## src/rtl/wb_trace_buffer_pkg.sv

```systemverilog
// Shared types for the write-back trace buffer: entry layout, FSM states, signature step.
// Optional macro TRACE_PC_EN adds a per-entry PC field.
package wb_trace_pkg;

    localparam int          TRACE_DATA_W = 16;
    localparam int          TRACE_REG_AW = 4;
    localparam logic [15:0] SIG_INIT     = 16'h0000;

    typedef enum logic [1:0] {
        RUN    = 2'd0,
        HALTED = 2'd1,
        DONE   = 2'd2
    } state_t;

    // 'reg' is a keyword, so the destination register field is called dst.
    typedef struct packed {
        logic [TRACE_REG_AW-1:0] dst;
        logic [TRACE_DATA_W-1:0] data;
`ifdef TRACE_PC_EN
        logic [15:0]             pc;
`endif
        logic [2:0]              flags;
    } trace_entry_t;

    function automatic logic [15:0] sig_next(input logic [15:0] s,
                                             input logic [15:0] data,
                                             input logic [15:0] dst);
        return {s[14:0], s[15]} ^ data ^ dst;
    endfunction

endpackage

```

## src/rtl/wb_trace_buffer_if.sv

```systemverilog
// Write-back capture and trace drain bus between the WB stage, the buffer and the monitor.
interface wb_trace_buffer_if #(
    parameter int DATA_W = 16,
    parameter int REG_AW = 4
);
    logic              wb_en;
    logic [REG_AW-1:0] wb_reg;
    logic [DATA_W-1:0] wb_data;
    logic [15:0]       wb_pc;
    logic [2:0]        wb_flags;
    logic              halt;

    // Drain side: an entry transfers on any clock edge where tr_valid && tr_ready.
    // tr_valid never depends on tr_ready, and tr_* stay stable while tr_valid && !tr_ready.
    logic              tr_valid;
    logic              tr_ready;
    logic [REG_AW-1:0] tr_reg;
    logic [DATA_W-1:0] tr_data;
    logic [15:0]       tr_pc;
    logic [2:0]        tr_flags;

    modport master (
        output wb_en, wb_reg, wb_data, wb_pc, wb_flags, halt, tr_ready,
        input  tr_valid, tr_reg, tr_data, tr_pc, tr_flags
    );

    modport slave (
        input  wb_en, wb_reg, wb_data, wb_pc, wb_flags, halt, tr_ready,
        output tr_valid, tr_reg, tr_data, tr_pc, tr_flags
    );
endinterface

```

## src/rtl/wb_trace_buffer_fifo.sv

```systemverilog
// Synchronous FIFO of trace entries with a registered head: a pushed entry appears
// on head_o the cycle after the push edge, and head_o holds its last value when empty.
module trace_fifo
    import wb_trace_pkg::*;
#(
    parameter int DEPTH = 16,
    localparam int AW   = $clog2(DEPTH),
    localparam int CW   = AW + 1
) (
    input  logic         clk,
    input  logic         rst,
    input  logic         push_i,
    input  trace_entry_t push_data_i,
    input  logic         pop_i,
    output trace_entry_t head_o,
    output logic         full_o,
    output logic         empty_o,
    output logic [CW-1:0] count_o
);
    trace_entry_t  mem_q [DEPTH];
    trace_entry_t  head_q, head_d;
    logic [AW-1:0] wr_ptr_q, wr_ptr_d, rd_ptr_q, rd_ptr_d;
    logic [CW-1:0] count_q, count_d;
    logic          do_push, do_pop;

    assign full_o  = (count_q == CW'(DEPTH));
    assign empty_o = (count_q == '0);
    assign do_pop  = pop_i && !empty_o;
    assign do_push = push_i && (!full_o || do_pop);
    assign head_o  = head_q;
    assign count_o = count_q;

    always_comb begin
        wr_ptr_d = do_push ? wr_ptr_q + 1'b1 : wr_ptr_q;
        rd_ptr_d = do_pop  ? rd_ptr_q + 1'b1 : rd_ptr_q;
        count_d  = count_q;
        if (do_push && !do_pop) begin
            count_d = count_q + 1'b1;
        end else if (do_pop && !do_push) begin
            count_d = count_q - 1'b1;
        end
        // The new head is the word being written when it lands in the slot the read pointer moves to.
        head_d = head_q;
        if (count_d != '0) begin
            head_d = (do_push && (wr_ptr_q == rd_ptr_d)) ? push_data_i : mem_q[rd_ptr_d];
        end
    end

    always_ff @(posedge clk) begin
        if (!rst) begin
            wr_ptr_q <= '0;
            rd_ptr_q <= '0;
            count_q  <= '0;
            head_q   <= '0;
        end else begin
            wr_ptr_q <= wr_ptr_d;
            rd_ptr_q <= rd_ptr_d;
            count_q  <= count_d;
            head_q   <= head_d;
        end
    end

    always_ff @(posedge clk) begin
        if (do_push) begin
            mem_q[wr_ptr_q] <= push_data_i;
        end
    end

endmodule

```

## src/rtl/wb_trace_buffer.sv

```systemverilog
// Write-back trace buffer: R0 filter, signature, overflow count and halt/drain FSM around trace_fifo.
// Define TRACE_PC_EN to store and return the PC of each retired write-back.
module wb_trace_buffer
    import wb_trace_pkg::*;
#(
    parameter int DEPTH  = 16,
    parameter int DATA_W = TRACE_DATA_W,
    parameter int REG_AW = TRACE_REG_AW,
    localparam int CW    = $clog2(DEPTH) + 1
) (
    input  logic                clk,
    input  logic                rst,
    wb_trace_buffer_if.slave    bus,
    output logic [CW-1:0]       count,
    output logic [15:0]         ovf_cnt,
    output logic [15:0]         sig,
    output logic                done,
    output state_t              state_o
);
    state_t       state_q;
    logic         done_q;
    logic [15:0]  sig_q, sig_d;
    logic [15:0]  ovf_q, ovf_d;
    trace_entry_t wr_entry, head;
    logic         push_try, pop, fifo_full, fifo_empty;

    assign push_try = (state_q == RUN) && bus.wb_en && (bus.wb_reg != '0);
    assign pop      = !fifo_empty && bus.tr_ready;

    always_comb begin
        wr_entry       = '0;
        wr_entry.dst   = bus.wb_reg;
        wr_entry.data  = bus.wb_data;
`ifdef TRACE_PC_EN
        wr_entry.pc    = bus.wb_pc;
`endif
        wr_entry.flags = bus.wb_flags;
    end

    trace_fifo #(.DEPTH(DEPTH)) u_fifo (
        .clk         (clk),
        .rst         (rst),
        .push_i      (push_try),
        .push_data_i (wr_entry),
        .pop_i       (bus.tr_ready),
        .head_o      (head),
        .full_o      (fifo_full),
        .empty_o     (fifo_empty),
        .count_o     (count)
    );

    // Dropped pushes still fold into the signature so it reflects everything retired.
    always_comb begin
        sig_d = sig_q;
        ovf_d = ovf_q;
        if (push_try) begin
            sig_d = sig_next(sig_q, 16'(bus.wb_data), 16'(bus.wb_reg));
            if (fifo_full && !pop && (ovf_q != 16'hFFFF)) begin
                ovf_d = ovf_q + 16'd1;
            end
        end
    end

    always_ff @(posedge clk) begin
        if (!rst) begin
            sig_q <= SIG_INIT;
            ovf_q <= '0;
        end else begin
            sig_q <= sig_d;
            ovf_q <= ovf_d;
        end
    end

    always_ff @(posedge clk) begin
        if (!rst) begin
            state_q <= RUN;
            done_q  <= 1'b0;
        end else begin
            case (state_q)
                RUN: begin
                    if (bus.halt) state_q <= HALTED;
                end
                HALTED: begin
                    if ((count == '0) || ((count == CW'(1)) && pop)) begin
                        state_q <= DONE;
                        done_q  <= 1'b1;
                    end
                end
                DONE: begin
                    done_q <= 1'b1;
                end
                default: begin
                    state_q <= RUN;
                    done_q  <= 1'b0;
                end
            endcase
        end
    end

    assign bus.tr_valid = !fifo_empty;
    assign bus.tr_reg   = head.dst;
    assign bus.tr_data  = head.data;
    assign bus.tr_flags = head.flags;
`ifdef TRACE_PC_EN
    assign bus.tr_pc    = head.pc;
`else
    assign bus.tr_pc    = 16'h0000;
`endif

    assign ovf_cnt = ovf_q;
    assign sig     = sig_q;
    assign done    = done_q;
    assign state_o = state_q;

endmodule

```

## src/flat_wrapper.sv

```systemverilog
// flat-port wrapper written by rule: the top's interface ports become plain ports
module wb_trace_buffer_flat import wb_trace_pkg::*;
#(
    parameter int DEPTH  = 16,
    parameter int DATA_W = TRACE_DATA_W,
    parameter int REG_AW = TRACE_REG_AW,
    localparam int CW    = $clog2(DEPTH) + 1
)
  (clk, rst, count, ovf_cnt, sig, done, state_o, bus_wb_en, bus_wb_reg, bus_wb_data, bus_wb_pc, bus_wb_flags, bus_halt, bus_tr_ready, bus_tr_valid, bus_tr_reg, bus_tr_data, bus_tr_pc, bus_tr_flags);
  wb_trace_buffer_if #(.DATA_W(DATA_W), .REG_AW(REG_AW)) bus_i ();
  input  logic clk;
  input  logic rst;
  output logic [CW-1:0] count;
  output logic [15:0] ovf_cnt;
  output logic [15:0] sig;
  output logic done;
  output state_t state_o;
  input wire logic [$bits(bus_i.wb_en)-1:0] bus_wb_en;
  input wire logic [$bits(bus_i.wb_reg)-1:0] bus_wb_reg;
  input wire logic [$bits(bus_i.wb_data)-1:0] bus_wb_data;
  input wire logic [$bits(bus_i.wb_pc)-1:0] bus_wb_pc;
  input wire logic [$bits(bus_i.wb_flags)-1:0] bus_wb_flags;
  input wire logic [$bits(bus_i.halt)-1:0] bus_halt;
  input wire logic [$bits(bus_i.tr_ready)-1:0] bus_tr_ready;
  output wire logic [$bits(bus_i.tr_valid)-1:0] bus_tr_valid;
  output wire logic [$bits(bus_i.tr_reg)-1:0] bus_tr_reg;
  output wire logic [$bits(bus_i.tr_data)-1:0] bus_tr_data;
  output wire logic [$bits(bus_i.tr_pc)-1:0] bus_tr_pc;
  output wire logic [$bits(bus_i.tr_flags)-1:0] bus_tr_flags;
  assign bus_i.wb_en = bus_wb_en;
  assign bus_i.wb_reg = bus_wb_reg;
  assign bus_i.wb_data = bus_wb_data;
  assign bus_i.wb_pc = bus_wb_pc;
  assign bus_i.wb_flags = bus_wb_flags;
  assign bus_i.halt = bus_halt;
  assign bus_i.tr_ready = bus_tr_ready;
  assign bus_tr_valid = bus_i.tr_valid;
  assign bus_tr_reg = bus_i.tr_reg;
  assign bus_tr_data = bus_i.tr_data;
  assign bus_tr_pc = bus_i.tr_pc;
  assign bus_tr_flags = bus_i.tr_flags;
  wb_trace_buffer #(.DEPTH(DEPTH), .DATA_W(DATA_W), .REG_AW(REG_AW)) u_core (.clk(clk), .rst(rst), .bus(bus_i), .count(count), .ovf_cnt(ovf_cnt), .sig(sig), .done(done), .state_o(state_o));
endmodule
```

## config.mk

```make
export PLATFORM = sky130hd
export DESIGN_NAME = wb_trace_buffer_flat
export DESIGN_NICKNAME = d
export VERILOG_FILES = /design/src/rtl/wb_trace_buffer_pkg.sv /design/src/rtl/wb_trace_buffer_if.sv /design/src/rtl/wb_trace_buffer_fifo.sv /design/src/rtl/wb_trace_buffer.sv /design/src/flat_wrapper.sv
export SDC_FILE = /design/constraint.sdc
export NUM_CORES = 1
export LEC_CHECK = 0
export CAP_MARGIN = 30
export CORE_MARGIN = 2
export CORE_UTILIZATION = 35
export DETAILED_ROUTE_END_ITERATION = 8
export GPL_TIMING_DRIVEN = 0
export REMOVE_ABC_BUFFERS = 1
export SYNTH_ARGS = -nofsm -noshare
export SYNTH_HDL_FRONTEND = slang
export SYNTH_SLANG_ARGS = --single-unit
```

## constraint.sdc

```tcl
create_clock -name clk -period 4.2 [get_ports clk]
set_input_delay 0.84 -clock clk [delete_from_list [all_inputs] [get_ports clk]]
set_output_delay 0.84 -clock clk [all_outputs]
set_load 0.005 [all_outputs]
```

==> summary.txt, run 1 <==
Status
  • Run status: finished, final reports clean

Timing
  • Setup-failing EPs final: 0
  • Setup ws final: 286 ps
  • Minimum clock period: 3910 ps
  • Layout Skew: 21.3 ps
  • Tcrit/Tclk final: 0.932
  • Max-slew violation count: 0
  • Worst-Margin Slew: 955 ps
  • Endpoints failing hold: 0
  • Fin Setup TNS: 0 ps
  • Max-slew headroom: 0.362
  • Max Fclk: 255 MHz
  • Unrepaired setup endpoints after global routing: no

Layout
  • Finished Cell Area: 0.0234 mm²
  • Fillers: 4718
  • NumNets Final: 1478
  • Layout cells sized above 1: 0.147
  • Inserted Diodes: 0
  • Synthesis-to-layout area growth: 21.4%

Clock network
  • CTS Hold Buffers Added: 0
  • CTS tree: done
  • Worst-Skew Late Latency: 600 ps
  • Clock slew at reported path FFs: 60 ps
  • Clk sinks: 439
  • Root Driver: clkbuf_16
  • Htree depth: 2
  • Clock tree buffer depth: 3
  • Number of CTS-inserted buffers: 49

Hold path
  • Worst min-delay path category: reg -> reg
  • Worst hold endpoint: u_core.sig[0]$_SDFFE_PN0P_
  • HP Start: u_core.sig[0]$_SDFFE_PN0P_
  • WHS Path Cells: 2

Route
  • Routed WL: 53700 µm
  • Routed Antenna Nets: 0
  • Vias: 12200
  • Drt via density: 5.66
  • DR iter-0 viols: 1125
  • Wire per inst: 24.9 µm
  • Drt pass-1 iters: 5
  • Drt drc: 0

Setup path
  • CP max stage delay: 500 ps
  • Crit path kind: reg -> reg
  • Worst reg2reg path endpoint: u_core.u_fifo.head_o[12]$_SDFFE_PN0P_
  • Crit end category: flop
  • Crit Reg-Reg Startpoint: u_core.u_fifo.count_o[0]$_SDFF_PN0_
  • Depth of the most critical reg-to-reg path: 16
  • Worst reg2reg setup slack: 290 ps
  • Critical Path Start Type: flop
  • Bufs and invs on worst path: 7
  • Crit path max-delay family: buffers and inverters
  • CP arrival: 4390 ps
  • Max Fanout on Critical Path: 33
  • Worst EP required: 4680 ps
  • Critical-path cell list: inv_1 -> ha_1 -> nor4b_4 -> inv_2 -> nand2_4 -> buf_12 -> a21boi_4 -> buf_6 -> buf_12 -> buf_16 -> buf_16 -> mux2i_1 -> o22ai_1 -> nor3_1 -> nor3_1 -> a211o_1
  • Critical Path Slowest Stage Cell: dfxtp_1

GRT
  • All-Layer GR Usage: 0.189
  • Grt total ovfl: 0
  • First-pass GRT wire length: 79000 µm
  • Largest net degree at the start of global routing: 46
  • Initial antenna violation count: 3
  • Vias in the first global route: 12100

Power and ir drop
  • P_leak: 8.65 nW
  • Power per cell area: 606 mW/mm²
  • Peak VDD IR: 0.483 mV

Die
  • Die H: 239 µm
  • Num ports: 124
  • Core Box Area: 0.0541 mm²
  • Starting density of the core: 0.356
  • Die area: 0.0569 mm²
  • Die width: 239 µm
  • Row count: 85

Logic synthesis
  • Flop and latch count out of synthesis: 439
  • EDFF count, synth: 368
  • Post-Synthesis Cells: 1313
  • Synth Area per Inst: 14.7 µm²
  • Yosys warns: 0
  • Post-synthesis sequential area ratio: 0.648
  • Synth unique cells: 57
  • Post-synthesis xor/xnor area fraction: 0.0190
  • Most used DFF post-synth: edfxtp_1
  • Asr flop ratio synth: 0
  • Synth Area in Simple Gates: 0.0663
  • Compound-Gate Fraction of Synth Area: 0.0753
  • Largest family of logic cells by synthesized area: multiplexers
  • Multiplexer share of the synthesized area: 0.154
  • Adder-cell share of the synthesized area: 0.00910
  • Mapped Area: 0.0193 mm²

Placement
  • Post-DP HPWL: 33800 µm
  • Post-place setup slack: -882 ps
  • Port bufs: 91
  • Placed cell area: 0.0218 mm²
  • Gp weighted congestion: 0.744

Job
  • Maxcap violations: 0
==> worst min-delay path, cell delays in order (launching register included) <==
cell and delay, ps:
dfxtp_1 330, nand2_1 60, a21oi_1 50
==> report_power, final <==
part           internal (W)  leakage, nW  switching [W]
Clock               0.00244        0.768        0.00175
Combinational       0.00200         3.98        0.00264
Sequential          0.00504         3.90       0.000284
Total               0.00948         8.65        0.00468
==> cell usage after synthesis, drive strengths merged, types with 3 or more instances <==
cell | count | share of area
nand4 | 6 | 0.0019
xor2 | 8 | 0.0040
mux2i | 174 | 0.090
o22ai | 56 | 0.018
nand3 | 41 | 0.011
a211oi | 21 | 0.0082
o211ai | 16 | 0.0062
and2 | 4 | 0.0013
o21ai | 26 | 0.0070
nor3b | 3 | 0.0012
clkbuf | 52 | 0.010
nor4 | 3 | 0.0018
and3 | 17 | 0.0055
a21oi | 48 | 0.012
mux4 | 53 | 0.062
or3 | 21 | 0.0068
buf | 50 | 0.015
nand2 | 50 | 0.0099
nor3 | 39 | 0.010
o221ai | 30 | 0.014
a211o | 7 | 0.0032
nor2b | 3 | 0.00097
dfxtp | 71 | 0.074
xnor2 | 33 | 0.015
edfxtp | 368 | 0.57
nor2 | 56 | 0.011
ha | 14 | 0.0091
inv | 17 | 0.0033
==> layer usage <==
metal	part of all wire	track usage
met1	0.42	0.257
met5	0.00022	0
met3	0.081	0.0400
met4	0.034	0.0688
met2	0.46	0.299
==> stage by stage <==
| stage | total power [W] | util | hold WS [ps] | cells |
|---|---|---|---|---|
| 2_1_floorplan | 0.00793 | - | 473 | 1226 |
| 3_3_place_gp | 0.00964 | 0.381 | 475 | 2013 |
| 3_5_place_dp | 0.00999 | 0.402 | 481 | 2063 |
| 4_1_cts | 0.0142 | 0.431 | 488 | 2156 |
| 5_1_grt | 0.0148 | 0.432 | 503 | 2157 |
| 6_report | 0.0142 | 0.432 | 483 | 2157 |
==> cell usage in the layout, fill, tap and decap left out, drive strengths merged, types with 23 or more instances in the layout <==
cell type	n
buf	53
edfxtp	368
nand3	41
a21oi	48
nand2	50
dfxtp	71
nor2	56
clkdlybuf4s50	86
o221ai	30
mux4	53
o22ai	56
nor3	39
clkinv	23
mux2i	174
clkbuf	63
o21ai	26
xnor2	33
==> registers in the layout (all words and copies together), names as in the netlist, 2 cells and up <==
register / cells
u_core.ovf_cnt: 16
u_core.sig: 16
u_core.state_o: 2
u_core.u_fifo.count_o: 5
u_core.u_fifo.head_o: 23
u_core.u_fifo.mem_q: 368
u_core.u_fifo.rd_ptr_q: 4
u_core.u_fifo.wr_ptr_q: 4
==> cells by family (layout without fill, tap and decap cells) <==
group                    Yosys count  in the layout
AO/OA/AOI/OAI                    218            218
flip-flops                       439            439
multiplexers                     229            229
other                              1             16
XOR/XNOR                          41             41
adder cells (fa/ha/maj)           14             14
buffers and inverters            119            252
AND/OR/NAND/NOR                  252            252
==> final cells by class <==
cell class,count,area [µm²],share of cell area
flip-flops and latches,439,12500,0.534
multi-input cells,770,6500,0.278
repair buffers,143,1890,0.0810
clock buffers,63,1300,0.0556
well taps,696,871,0.0373
clock inverters,29,268,0.0115
inverters,17,63.8,0.00273
==> how the worst max path moves through the flow <==
| stage | start | end | slack (ps) | depth (start not counted) |
|---|---|---|---|---|
| after CTS | u_core.u_fifo.count_o[0]$_SDFF_PN0_ | u_core.u_fifo.head_o[0]$_SDFFE_PN0P_ | 9 | 14 |
| final | u_core.u_fifo.count_o[0]$_SDFF_PN0_ | u_core.u_fifo.head_o[12]$_SDFFE_PN0P_ | 290 | 16 |
| after detailed placement | bus_tr_ready | u_core.u_fifo.head_o[0]$_SDFFE_PN0P_ | -880 | 11 |
| after floorplan | u_core.u_fifo.rd_ptr_q[1]$_SDFF_PN0_ | u_core.u_fifo.head_o[21]$_SDFFE_PN0P_ | -4470 | 8 |
| after global routing | u_core.u_fifo.count_o[0]$_SDFF_PN0_ | u_core.u_fifo.head_o[12]$_SDFFE_PN0P_ | 60 | 16 |
| after global placement | u_core.u_fifo.rd_ptr_q[1]$_SDFF_PN0_ | u_core.u_fifo.head_o[12]$_SDFFE_PN0P_ | -9730 | 8 |
==> what timing repair did <==
action,4_1_cts,5_1_grt
buffers inserted,1,1
hold endpoints to repair,0,0
setup endpoints to repair,24,44
pin swaps,0,0
gates resized for setup,2,8
No activity file was read; power rests on OpenSTA's default activity.
==> inputs of run 2 (changes only) <==
- CTS_CLUSTER_SIZE: unset -> 8
==> run 2 against run 1 <==
Against the previous run: critical path depth shrank 1; register-to-register slack lost 70 ps; via count grew 1.2%; utilization grew 0.48 points; clock skew grew 21 ps; first-iteration DRC count grew 9.4%; highest routed layer unchanged.
==> summary.txt, run 2 (same netlist as run 1, synthesis figures left out) <==
Layout
  • Finished Cell Area: 0.0236 mm² (was 0.0234 mm²)
  • Fillers: 4714 (was 4718)
  • Commonest non-fill, non-tap cell in the layout: edfxtp_1 (unchanged)
  • Layout cells sized above 1: 0.146 (was 0.147)
  • Register area: 0.0125 mm² (unchanged)
  • NumNets Final: 1492 (was 1478)
  • Biggest register: u_core.u_fifo.mem_q (unchanged)
  • Commonest cells after routing, fill and taps aside: edfxtp_1, mux2i_1, clkdlybuf4s50_1 (unchanged)
  • Multi-input logic area: 0.00650 mm² (about the same)
  • Max reg flops: 368 (unchanged)
  • Inserted Diodes: 0 (unchanged)
  • Final core utilization: 0.437 (was 0.432)
  • Synthesis-to-layout area growth: 22.7% (was 21.4%)

Timing
  • Max Fclk: 251 MHz (was 255 MHz)
  • Layout Skew: 42.5 ps (was 21.3 ps)
  • Max-slew violation count: 0 (unchanged)
  • Unrepaired setup endpoints after global routing: no (unchanged)
  • Setup-failing EPs final: 0 (unchanged)
  • Tcrit/Tclk final: 0.948 (was 0.932)
  • Worst-Margin Slew: 1010 ps (was 955 ps)
  • Minimum clock period: 3980 ps (was 3910 ps)
  • Endpoints failing hold: 0 (unchanged)
  • Max-slew headroom: 0.324 (was 0.362)

Power and ir drop
  • Power per cell area: 620 mW/mm² (was 606 mW/mm²)
  • P_leak: 8.75 nW (was 8.65 nW)
  • Peak VDD IR: 0.474 mV (was 0.483 mV)

GRT
  • First-pass GRT wire length: 79900 µm (was 79000 µm)
  • All-Layer GR Usage: 0.191 (was 0.189)
  • Grt total ovfl: 0 (unchanged)
  • Vias in the first global route: 12300 (was 12100)
  • Initial antenna violation count: 2 (was 3)
  • Largest net degree at the start of global routing: 46 (unchanged)

Die
  • Die H: 239 µm (unchanged)
  • Num ports: 124 (unchanged)
  • Core Box Area: 0.0541 mm² (unchanged)
  • Die width: 239 µm (unchanged)
  • Die area: 0.0569 mm² (unchanged)
  • Row count: 85 (unchanged)
  • Starting density of the core: 0.356 (unchanged)

Placement
  • Placed cell area: 0.0218 mm² (unchanged)
  • Gp weighted congestion: 0.744 (unchanged)
  • Port bufs: 91 (unchanged)
  • Post-DP HPWL: 33800 µm (unchanged)

Route
  • Drt pass-1 iters: 5 (unchanged)
  • Drt via density: 5.66 (about the same)
  • Drt drc: 0 (unchanged)
  • Routed WL: 54700 µm (was 53700 µm)
  • Vias: 12400 (was 12200)
  • Wire per inst: 25.1 µm (was 24.9 µm)
  • DR iter-0 viols: 1231 (was 1125)
  • Routed Antenna Nets: 0 (unchanged)

Clock network
  • Root Driver: clkbuf_16 (unchanged)
  • Clock tree buffer depth: 3 (unchanged)
  • CTS Hold Buffers Added: 0 (unchanged)
  • Worst-Skew Late Latency: 630 ps (was 600 ps)
  • Htree depth: 2 (unchanged)
  • Clock slew at reported path FFs: 50 ps (was 60 ps)
  • Clk sinks: 439 (unchanged)
  • Number of CTS-inserted buffers: 61 (was 49)
  • CTS tree: done (unchanged)

Setup path
  • Crit path kind: reg -> reg (unchanged)
  • Max Fanout on Critical Path: 33 (unchanged)
  • Crit end category: flop (unchanged)
  • CP arrival: 4530 ps (was 4390 ps)
  • Critical Path Start Type: flop (unchanged)
  • Worst EP required: 4750 ps (was 4680 ps)

Job
  • Maxcap violations: 0 (unchanged)

Status
  • Run status: finished, final reports clean (unchanged)

Hold path
  • Worst min-delay path category: reg -> reg (unchanged)
==> run 2: path summary, 6_finish.rpt <==
check,from,to,slack [ps],cells after the start
hold reg to reg,u_core.sig[0]$_SDFFE_PN0P_,u_core.sig[0]$_SDFFE_PN0P_,480,2
hold / removal,u_core.sig[0]$_SDFFE_PN0P_,u_core.sig[0]$_SDFFE_PN0P_,480,2
setup reg to reg,u_core.u_fifo.count_o[0]$_SDFF_PN0_,u_core.u_fifo.head_o[0]$_SDFFE_PN0P_,220,15
setup / recovery,u_core.u_fifo.count_o[0]$_SDFF_PN0_,u_core.u_fifo.head_o[0]$_SDFFE_PN0P_,220,15
==> run 2: repair_timing <==
item,in CTS,in global routing
gates resized for setup,1,9
setup endpoints to repair,23,58
gates cloned,0,1
setup buffers,1,2
pin swaps,0,1
==> run 2: layout make-up <==
type | count | area share
timing repair buffer | 144 | 0.0805
clock inverter | 3 | 0.00233
inverter | 17 | 0.00270
multi-input combinational | 771 | 0.275
clock buffer | 112 | 0.0744
tap | 696 | 0.0368
sequential | 439 | 0.528
==> run 2: worst max-delay path: stages, from the launching register on <==
cell and delay, ps:
dfxtp_1 500, inv_1 130, ha_1 260, nor4b_4 150, inv_2 200, nand2_4 240
buf_12 280, a21boi_4 240, buf_16 210, xnor2_1 80, nand4b_1 100, buf_4 200
nand2_2 260, buf_8 300, or4b_1 510, o211ai_1 160
==> run 2: metal layers <==
layer,GRT usage,share of wire,wire (µm),up-vias
li1,-,-,-,5414
met5,0.00519,0.00088,48,-
met1,0.260,0.42,23000,6222
met4,0.0763,0.035,1900,4
met3,0.0363,0.082,4460,125
met2,0.300,0.46,25300,594
==> run 2: metrics by stage <==
| step | setup TNS [ps] | setup WS [ps] | hold WS (ps) | cells | power (W) |
|---|---|---|---|---|---|
| after floorplan | -107000 | -4470 | 473 | 1226 | 0.00793 |
| after global placement | -1057280 | -9730 | 475 | 2013 | 0.00964 |
| after detailed placement | -70700 | -882 | 481 | 2063 | 0.00999 |
| after CTS | 0 | 0.935 | 487 | 2179 | 0.0147 |
| after global routing | 0 | 19.7 | 503 | 2182 | 0.0153 |
| final | 0 | 219 | 482 | 2182 | 0.0147 |
==> run 2: where the power goes <==
part / switching, W / leakage [nW] / total [W] / internal [W]
registers: 0.000285 / 3.90 / 0.00533 / 0.00504
clock network: 0.00184 / 0.860 / 0.00463 / 0.00279
logic: 0.00268 / 3.99 / 0.00469 / 0.00201
==> inputs of run 3 (changes only) <==
- REMOVE_ABC_BUFFERS: 1 -> unset
==> run 3 against run 2 <==
Against the previous run: setup slack worse by 23 ps; global-route usage down 0.79 points; wire length down 4.6%; die area unchanged; hold slack better by 0.55 ps; count of clock-buffer cells in the layout unchanged; critical path type is now in -> reg; largest power group unchanged.
==> summary.txt, run 3 (same netlist as run 1, synthesis figures left out) <==
Timing
  • Unrepaired setup endpoints after global routing: no (unchanged)
  • Worst-Margin Slew: 945 ps (was 1010 ps)
  • Fin Setup TNS: 0 ps (unchanged)
  • Min Hold Slack: 482 ps (about the same)
  • Layout Skew: 18.9 ps (was 42.5 ps)
  • Setup-failing EPs final: 0 (unchanged)
  • Tcrit/Tclk final: 0.953 (was 0.948)
  • Endpoints failing hold: 0 (unchanged)
  • Max Fclk: 250 MHz (was 251 MHz)
  • Max-slew headroom: 0.370 (was 0.324)
  • Minimum clock period: 4000 ps (was 3980 ps)
  • Max-slew violation count: 0 (unchanged)

Power and ir drop
  • P_leak: 8.58 nW (was 8.75 nW)
  • Power, Total: 0.0142 W (was 0.0147 W)
  • Peak VDD IR: 0.337 mV (was 0.474 mV)
  • Power per cell area: 610 mW/mm² (was 620 mW/mm²)

Route
  • Routed WL: 52200 µm (was 54700 µm)
  • Vias: 12300 (was 12400)
  • DR iter-0 viols: 1085 (was 1231)
  • Drt drc: 0 (unchanged)
  • Wire per inst: 23.2 µm (was 25.1 µm)
  • Drt via density: 5.49 (was 5.66)
  • Routed Antenna Nets: 0 (unchanged)
  • Drt pass-1 iters: 8 (was 5)

Die
  • Row count: 85 (unchanged)
  • Die width: 239 µm (unchanged)
  • Die H: 239 µm (unchanged)
  • Num ports: 124 (unchanged)
  • Die area: 0.0569 mm² (unchanged)
  • Starting density of the core: 0.356 (unchanged)
  • Core Box Area: 0.0541 mm² (unchanged)

Layout
  • Max reg flops: 368 (unchanged)
  • Post-Layout Cell Count: 2246 (was 2182)
  • Synthesis-to-layout area growth: 20.5% (was 22.7%)
  • Layout cells sized above 1: 0.137 (was 0.146)
  • Biggest register: u_core.u_fifo.mem_q (unchanged)
  • NumNets Final: 1556 (was 1492)
  • Finished Cell Area: 0.0232 mm² (was 0.0236 mm²)
  • Commonest cells after routing, fill and taps aside: edfxtp_1, mux2i_1, clkbuf_1 (was edfxtp_1, mux2i_1, clkdlybuf4s50_1)
  • Commonest non-fill, non-tap cell in the layout: edfxtp_1 (unchanged)

Clock network
  • Clk sinks: 439 (unchanged)
  • Clock tree buffer depth: 3 (unchanged)
  • Worst-Skew Late Latency: 600 ps (was 630 ps)
  • Clock slew at reported path FFs: 50 ps (about the same)
  • CTS tree: done (unchanged)
  • CTS Hold Buffers Added: 0 (unchanged)
  • Postcts setup bufs: 0 (was 1)
  • Number of CTS-inserted buffers: 60 (was 61)
  • Htree depth: 2 (unchanged)
  • Root Driver: clkbuf_16 (unchanged)

GRT
  • Met1 GRT Util: 0.240 (was 0.260)
  • Met2 Track Usage GR: 0.306 (was 0.300)
  • Top Usage Layer GRT: met2 (unchanged)
  • Initial antenna violation count: 1 (was 2)
  • All-Layer GR Usage: 0.183 (was 0.191)
  • First-pass GRT wire length: 78000 µm (was 79900 µm)
  • Largest net degree at the start of global routing: 24 (was 46)
  • Met3 usage: 0.0359 (was 0.0363)
  • Vias in the first global route: 12600 (was 12300)
  • Grt total ovfl: 0 (unchanged)

Setup path
  • CP endpoint: u_core.u_fifo.head_o[7]$_SDFFE_PN0P_ (was u_core.u_fifo.head_o[0]$_SDFFE_PN0P_)
  • Crit path from: bus_wb_reg[2] (was u_core.u_fifo.count_o[0]$_SDFF_PN0_)
  • Depth of the most critical reg-to-reg path: 12 (was 15)
  • Critical Path Slowest Stage Cell: dlygate4sd2_1 (was or4b_1)
  • Bufs and invs on worst path: 3 (was 6)
  • CP arrival: 4520 ps (was 4530 ps)
  • Critical-path cell list: dlygate4sd2_1 -> or4_4 -> nand3_2 -> a21oi_2 -> o2111ai_1 -> nand4b_1 -> nor2_1 -> clkbuf_1 -> buf_1 -> nand3_1 -> o211ai_1 (was inv_1 -> ha_1 -> nor4b_4 -> inv_2 -> nand2_4 -> buf_12 -> a21boi_4 -> buf_16 -> xnor2_1 -> nand4b_1 -> buf_4 -> nand2_2 -> buf_8 -> or4b_1 -> o211ai_1)
  • Crit end category: flop (unchanged)
  • Worst EP required: 4710 ps (was 4750 ps)
  • Worst reg2reg path endpoint: u_core.u_fifo.head_o[5]$_SDFFE_PN0P_ (was u_core.u_fifo.head_o[0]$_SDFFE_PN0P_)
  • Worst reg2reg setup slack: 280 ps (was 220 ps)
  • Crit path kind: in -> reg (was reg -> reg)
  • Crit path max-delay family: buffers and inverters (unchanged)
  • Crit Reg-Reg Startpoint: u_core.u_fifo.count_o[0]$_SDFF_PN0_ (unchanged)
  • Critical Path Start Type: input port (was flop)
  • CP max stage delay: 780 ps (was 510 ps)
  • Max Fanout on Critical Path: 19 (was 33)
  • Stages on worst setup path: 11 (was 15)

Status
  • Run status: finished, final reports clean (unchanged)

Job
  • Maxcap violations: 0 (unchanged)

Placement
  • Port bufs: 90 (was 91)
  • Placed cell area: 0.0214 mm² (was 0.0218 mm²)
  • Gp weighted congestion: 0.824 (was 0.744)
  • Post-DP HPWL: 35300 µm (was 33800 µm)
  • Placed cell count: 2131 (was 2063)

Hold path
  • Worst min-delay path category: reg -> reg (unchanged)
-- run 3: worst min-delay path by stage --
stage                                     startpoint                          to  slack, ps  cells past startpoint
final                     u_core.sig[0]$_SDFFE_PN0P_  u_core.sig[0]$_SDFFE_PN0P_        480                      2
after global routing      u_core.sig[1]$_SDFFE_PN0P_  u_core.sig[1]$_SDFFE_PN0P_        520                      2
after CTS                 u_core.sig[0]$_SDFFE_PN0P_  u_core.sig[0]$_SDFFE_PN0P_        490                      2
after detailed placement  u_core.sig[0]$_SDFFE_PN0P_  u_core.sig[0]$_SDFFE_PN0P_        480                      2
after global placement    u_core.sig[1]$_SDFFE_PN0P_  u_core.sig[1]$_SDFFE_PN0P_        480                      2
after floorplan           u_core.sig[0]$_SDFFE_PN0P_  u_core.sig[0]$_SDFFE_PN0P_        470                      2
-- run 3: final cells by class --
| class | count | area (µm²) |
|---|---|---|
| clock buffer | 112 | 1740 |
| buffer | 102 | 497 |
| timing repair buffer | 108 | 1170 |
| multi-input combinational | 770 | 6380 |
| antenna | 1 | 2.50 |
| tap | 696 | 871 |
| inverter | 17 | 63.8 |
| sequential | 439 | 12500 |
| clock inverter | 1 | 16.3 |
| fill | 4830 | 30900 |
-- run 3: worst reg2reg max path: cells and delay by family (launching register included) --
family / cells / cell delay [ps]
adders and majority gates: 1 / 240
and+or+nand+nor: 2 / 500
AOI/OAI and AO/OA: 3 / 800
muxes: 1 / 240
DFF: 1 / 400
buffers and inverters: 4 / 1190
xor gates and xnor gates: 1 / 410
-- run 3: repair_timing --
item | in CTS | in global routing
endpoints found under the hold margin | 0 | 0
endpoints found under the setup margin | 139 | 10
gates resized for setup | 5 | 6
-- run 3: through the flow --
stage / worst slack, ps / utilization
floorplan: 401 / -
global placement: -3190 / 0.390
detailed placement: -886 / 0.396
CTS: 51.0 / 0.428
global route: 6.07 / 0.429
finish: 196 / 0.429
-- run 3: metal layers --
layer / vias up / routed length, µm
li1: 5522 / -
met1: 6234 / 22000
met2: 467 / 25200
met3: 97 / 3630
met4: 2 / 1380
met5: - / 8
-- run 3: power breakdown --
group          leakage, nW  switching, W  internal [W]  total (W)
Combinational         3.85       0.00260       0.00177    0.00437
Clock                0.830       0.00177       0.00274    0.00451
Sequential            3.90      0.000237       0.00504    0.00528
Total                 8.58       0.00461       0.00955     0.0142
